File: src/rtl/jzjpcc_hazard_control.sv
// ============================================================================
// Module   : jzjpcc_hazard_control
// Purpose  : Pipeline sequencing for the five-stage core. Tracks destination
//            registers in execute/memory, raises stall/flush/bubble controls
//            and registers operand-forwarding selects for execute.
// Revision : 1.0 - initial release
// ============================================================================
`default_nettype none

module jzjpcc_hazard_control (
  input  logic       clock,
  input  logic       reset,
  input  logic [4:0] rs1Addr_decode,
  input  logic [4:0] rs2Addr_decode,
  input  logic       rs1Used_decode,
  input  logic       rs2Used_decode,
  input  logic [4:0] rdAddr_decode,
  input  logic       rdWriteEnable_decode,
  input  logic       isLoad_decode,
  input  logic       pcCTWriteEnable,
  input  logic       stallRequest,
  output logic       decodeValid,
  output logic       stall_fetch,
  output logic       stall_decode,
  output logic       flush_decode,
  output logic       bubble_execute,
  output logic       freeze_backend,
  output logic [1:0] fwdRs1_execute,
  output logic [1:0] fwdRs2_execute
);

  localparam logic [1:0] FWD_REGFILE   = 2'd0;
  localparam logic [1:0] FWD_MEMORY    = 2'd1;
  localparam logic [1:0] FWD_WRITEBACK = 2'd2;

  typedef struct packed {
    logic       valid;
    logic [4:0] rd;
    logic       we;
    logic       load;
  } sb_entry_t;

  sb_entry_t  ex_q, ex_d;
  sb_entry_t  mem_q, mem_d;
  sb_entry_t  decode_entry;
  logic       decode_valid_q, decode_valid_d;
  logic [1:0] fwd_rs1_q, fwd_rs1_d;
  logic [1:0] fwd_rs2_q, fwd_rs2_d;

  logic       load_use;
  logic       ct_taken;
  logic       issue;

  function automatic logic match(input sb_entry_t s, input logic [4:0] r);
    return s.valid & s.we & (s.rd == r) & (r != 5'd0);
  endfunction

  // The most recent producer (execute) wins over the older one (memory).
  function automatic logic [1:0] fwd_select(input logic used, input logic [4:0] r,
                                            input sb_entry_t ex, input sb_entry_t mem);
    if (used && match(ex, r)) begin
      return FWD_MEMORY;
    end else if (used && match(mem, r)) begin
      return FWD_WRITEBACK;
    end
    return FWD_REGFILE;
  endfunction

  always_comb begin
    decode_entry.valid = 1'b1;
    decode_entry.rd    = rdAddr_decode;
    decode_entry.we    = rdWriteEnable_decode;
    decode_entry.load  = isLoad_decode;
  end

  assign load_use = decode_valid_q & ex_q.load &
                    ((rs1Used_decode & match(ex_q, rs1Addr_decode)) |
                     (rs2Used_decode & match(ex_q, rs2Addr_decode)));
  assign ct_taken = decode_valid_q & pcCTWriteEnable & ~load_use & ~stallRequest;
  assign issue    = decode_valid_q & ~load_use & ~stallRequest;

  // Control outputs are held low while reset is asserted so nothing
  // downstream reacts to the state being cleared.
  assign decodeValid    = decode_valid_q;
  assign stall_fetch    = (load_use | stallRequest) & ~reset;
  assign stall_decode   = (load_use | stallRequest) & ~reset;
  assign freeze_backend = stallRequest & ~reset;
  assign bubble_execute = (load_use | ~decode_valid_q) & ~stallRequest & ~reset;
  assign flush_decode   = ct_taken & ~reset;
  assign fwdRs1_execute = fwd_rs1_q;
  assign fwdRs2_execute = fwd_rs2_q;

  always_comb begin
    ex_d           = ex_q;
    mem_d          = mem_q;
    decode_valid_d = decode_valid_q;
    fwd_rs1_d      = fwd_rs1_q;
    fwd_rs2_d      = fwd_rs2_q;
    if (!stallRequest) begin
      mem_d = ex_q;
      if (issue) begin
        ex_d      = decode_entry;
        fwd_rs1_d = fwd_select(rs1Used_decode, rs1Addr_decode, ex_q, mem_q);
        fwd_rs2_d = fwd_select(rs2Used_decode, rs2Addr_decode, ex_q, mem_q);
      end else begin
        ex_d      = '0;
        fwd_rs1_d = FWD_REGFILE;
        fwd_rs2_d = FWD_REGFILE;
      end
      if (ct_taken) begin
        decode_valid_d = 1'b0;
      end else if (!load_use) begin
        decode_valid_d = 1'b1;
      end
    end
  end

  always_ff @(posedge clock) begin
    if (reset) begin
      ex_q           <= '0;
      mem_q          <= '0;
      decode_valid_q <= 1'b0;
      fwd_rs1_q      <= FWD_REGFILE;
      fwd_rs2_q      <= FWD_REGFILE;
    end else begin
      ex_q           <= ex_d;
      mem_q          <= mem_d;
      decode_valid_q <= decode_valid_d;
      fwd_rs1_q      <= fwd_rs1_d;
      fwd_rs2_q      <= fwd_rs2_d;
    end
  end

endmodule

`default_nettype wire

File: config.mk
export PLATFORM = sky130hd
export DESIGN_NAME = jzjpcc_hazard_control
export DESIGN_NICKNAME = d
export VERILOG_FILES = /design/src/rtl/jzjpcc_hazard_control.sv
export SDC_FILE = /design/constraint.sdc
export NUM_CORES = 1
export LEC_CHECK = 0
export BUFFER_PORTS_ARGS = -buffer_cell sky130_fd_sc_hd__buf_2
export CAP_MARGIN = 10
export CORE_MARGIN = 1
export CORE_UTILIZATION = 49
export DETAILED_ROUTE_END_ITERATION = 16
export PLACE_DENSITY_LB_ADDON = 0.2
export SYNTH_ARGS = -nofsm -noshare
export SYNTH_HDL_FRONTEND = slang
export SYNTH_SLANG_ARGS = --single-unit
File: constraint.sdc
create_clock -name clock -period 2.2 [get_ports clock]
set_input_delay 0.22 -clock clock [delete_from_list [all_inputs] [get_ports clock]]
set_output_delay 0.22 -clock clock [all_outputs]
set_load 0.005 [all_outputs]
==> results.py <==
metrics = {
    "timing": {
        "final-max-slew-violation-count": 0,
        "worstMarginPinSlew_ns": 0.491,
        "max_slew_margin_pct": 67.2,
        "fmax_mhz": 493,
        "min_period_ns": 2.03,
        "fin_skew_ns": 0.00551,
        "setup_viol": 0,
        "rsz0062_at_grt": "false",
        "hold_violations": 0,
        "final.setup.tns_ns": 0,
        "setup_ws_ns": 0.170,
        "min_period_over_period_pct": 92.3,
    },
    "floorplanning": {
        "fp.coreArea_um2": 1960,
        "initial_utilization_pct": 52.6,
        "die_w_um": 47.9,
        "die_y_um": 47.9,
        "io_pins": 33,
        "num_rows": 16,
        "die-area_um2": 2290,
    },
    "critical_path": {
        "cpPeakStageDelay_ns": 0.40,
        "end_kind": "output port",
        "worst_ep_arrival_time_ns": 1.81,
        "startpoint": "ex_q[2]$_SDFFE_PP0N_",
        "crit_path_start_kind": "flop",
        "cpLargestDelayFamily": "simple AND/OR/NAND/NOR gates",
        "reg2reg_from": "ex_q[2]$_SDFFE_PP0N_",
        "r2r_setup_slack_ns": 0.55,
        "critPathKind": "flop to output port",
        "rr_worst_depth": 6,
        "crit_buf_inv": 1,
        "worst_path_max_delay_cell": "dfxtp_2",
        "cp_max_fo": 5,
        "cp-endpoint": "bubble_execute",
        "timing.critical_path.required_ns": 1.98,
        "path_cells": "xnor2_1 > nand2_1 > nor4_2 > o21ai_2 > a211oi_1 > buf_2",
        "reg2reg_to": "ex_q[2]$_SDFFE_PP0N_",
        "cp.depth": 6,
    },
    "synthesis": {
        "yosys.area.top_type": "dfxtp_1",
        "syn-cell-area_um2": 1030,
        "synthTopCellsByCount": "dfxtp_1 (20), xnor2_1 (15), nor2_1 (8)",
        "yosysSeqAreaShare_pct": 38.8,
        "yosys-top-cells-area": "dfxtp_1 (39%), xnor2_1 (13%), a32o_1 (6.8%)",
        "synth_ff_type": "dfxtp_1",
        "synthesis.nets": 126,
        "synth.most_common_cell": "dfxtp_1",
        "yosys_register_bits": 20,
        "yosys_warnings": 0,
        "ys_types": 31,
        "synth_edf_count": 0,
        "avgSynthCellArea_um2": 10.0,
        "async_reset_ff_share_pct": 0,
        "synthCells": 103,
        "synth.top_cell.area_share_pct": 38.8,
    },
    "grt": {
        "gr-total-overflow": 0,
        "antenna_found_initial": 0,
        "grt_pass1_vias": 775,
        "grt_pass1_wl_mm": 3.45,
        "grt_start_max_net_pins": 14,
        "grt.total_usage_pct": 22.1,
    },
    "clock_network": {
        "ctsHoldBuffers": 0,
        "numCtsBuffers": 3,
        "cts_tree": "yes",
        "clk_pin_slew_ns": 0.11,
        "cts_sinks": 20,
        "insertion_delay_ns": 0.31,
        "cts_root_buf": "clkbuf_4",
        "htreeDepth": 1,
        "clock_path_buffers": 2,
    },
    "final_layout": {
        "nNetsFinal": 163,
        "utilization_pct": 66.6,
        "drive_gt1_share_pct": 37.4,
        "fill_cells": 169,
        "diodes": 0,
        "area_delta_synth_final_pct": 26.5,
    },
    "routing": {
        "dr.pass1.iters": 5,
        "drtIter0Drc": 13,
        "routed_wl_mm": 2.26,
        "wire_per_inst_um": 13.6,
        "vias": 906,
        "drc": 0,
        "antenna_left": 0,
        "vias_per_cell": 5.46,
    },
    "job": {
        "drv_cap": 0,
    },
    "status": {
        "status": "completed",
    },
    "place": {
        "gp_congestion": 0.846,
        "place_worst_setup_slack_ns": 0.184,
        "io_buffer_count": 32,
        "dp_hpwl_mm": 1.82,
    },
    "power": {
        "power_per_cell_area_nw_per_um2": 599,
        "p_leak_nw": 0.546,
        "peakVddDrop_v": 0.000414,
    },
    "min_path": {
        "hold_class": "primary input to flop",
    },
}
## repair_timing
item / CTS / global route
pin swaps: 0 / 1
setup endpoints to repair: 1 / 4
setup buffers: 0 / 1
gates resized for setup: 6 / 0
## worst min path at each step
| stage | endpoint | depth (start not counted) | from |
|---|---|---|---|
| final | decodeValid$_SDFFE_PP0P_ | 2 | pcCTWriteEnable |
| after global routing | decodeValid$_SDFFE_PP0P_ | 2 | pcCTWriteEnable |
| after CTS | decodeValid$_SDFFE_PP0P_ | 2 | pcCTWriteEnable |
| after detailed placement | fwdRs1_execute[1]$_SDFFE_PP0N_ | 1 | fwdRs1_execute[1]$_SDFFE_PP0N_ |
| after global placement | fwdRs1_execute[1]$_SDFFE_PP0N_ | 1 | fwdRs1_execute[1]$_SDFFE_PP0N_ |
| after floorplan | decodeValid$_SDFFE_PP0P_ | 1 | pcCTWriteEnable |
## routing by layer
metal | up-vias | wire length (um) | track usage, %
li1 | 458 | - | -
met1 | 414 | 1030 | 29.1
met2 | 30 | 1090 | 32.4
met3 | 4 | 113 | 9.06
met4 | 0 | 27 | 8.33
met5 | - | 0 | 0
## metrics by stage
stage                     cell area (um2)  power [mW]  hold slack (ns)  cells
final                                1310       0.783            0.132    166
after global routing                 1310       0.818            0.127    166
after CTS                            1300       0.788            0.137    165
after detailed placement             1230       0.490            0.437    161
after global placement               1230       0.487            0.431    161
after floorplan                      1030       0.445            0.359    103
## report_power, final
part | internal [mW] | switching (mW) | leakage, nW
Clock | 0.184 | 0.115 | 0.0279
Sequential | 0.371 | 0.0108 | 0.164
Combinational | 0.0506 | 0.0512 | 0.354
Total | 0.606 | 0.177 | 0.546
## worst reg2reg max path, cell delays in order, from the launching register on
cell     delay [ns]
dfxtp_2        0.40
xnor2_1        0.13
nand2_1        0.10
nor4_2         0.36
o21ai_2        0.13
buf_4          0.18
a32o_1         0.24
## area by class of cell
type	instances	area (um2)	area share [%]
Multi-Input combinational cell	76	609	46.6
Sequential cell	20	405	31.0
Timing Repair Buffer	37	198	15.1
Tap cell	27	33.8	2.59
Clock inverter	1	30.0	2.30
Clock buffer	3	22.5	1.72
Inverter	2	7.51	0.575
## kinds of logic (layout without fill, tap and decap cells)
kind of cell / count (synthesis) / in the layout / synth area share [%]
XOR/XNOR: 20 / 20 / 17.0
AO/OA/AOI/OAI: 20 / 20 / 17.1
multiplexers: 7 / 7 / 6.79
buffers and inverters: 7 / 43 / 3.64
flip-flops: 20 / 20 / 38.8
AND/OR/NAND/NOR: 29 / 29 / 16.7
## registers in the layout (all words and copies together) (netlist names)
register	cells
fwdRs2_execute	2
mem_q	7
fwdRs1_execute	2
decodeValid	1
ex_q	8
## placed cells by master, fill, tap and decap left out, types with 2 or more instances in the layout
cell type and count:
nor4_1 3, buf_4 5, mux2i_1 7, xor2_1 5, a22o_1 3, xnor2_1 15
nand3_1 5, or4_1 2, nand2_1 3, clkbuf_4 3, dfxtp_1 16, buf_2 32
o21ai_2 3, nor2_1 8, dfxtp_2 4, inv_1 2, a32o_1 7
Note: power is estimated with default switching activity, not from simulation.
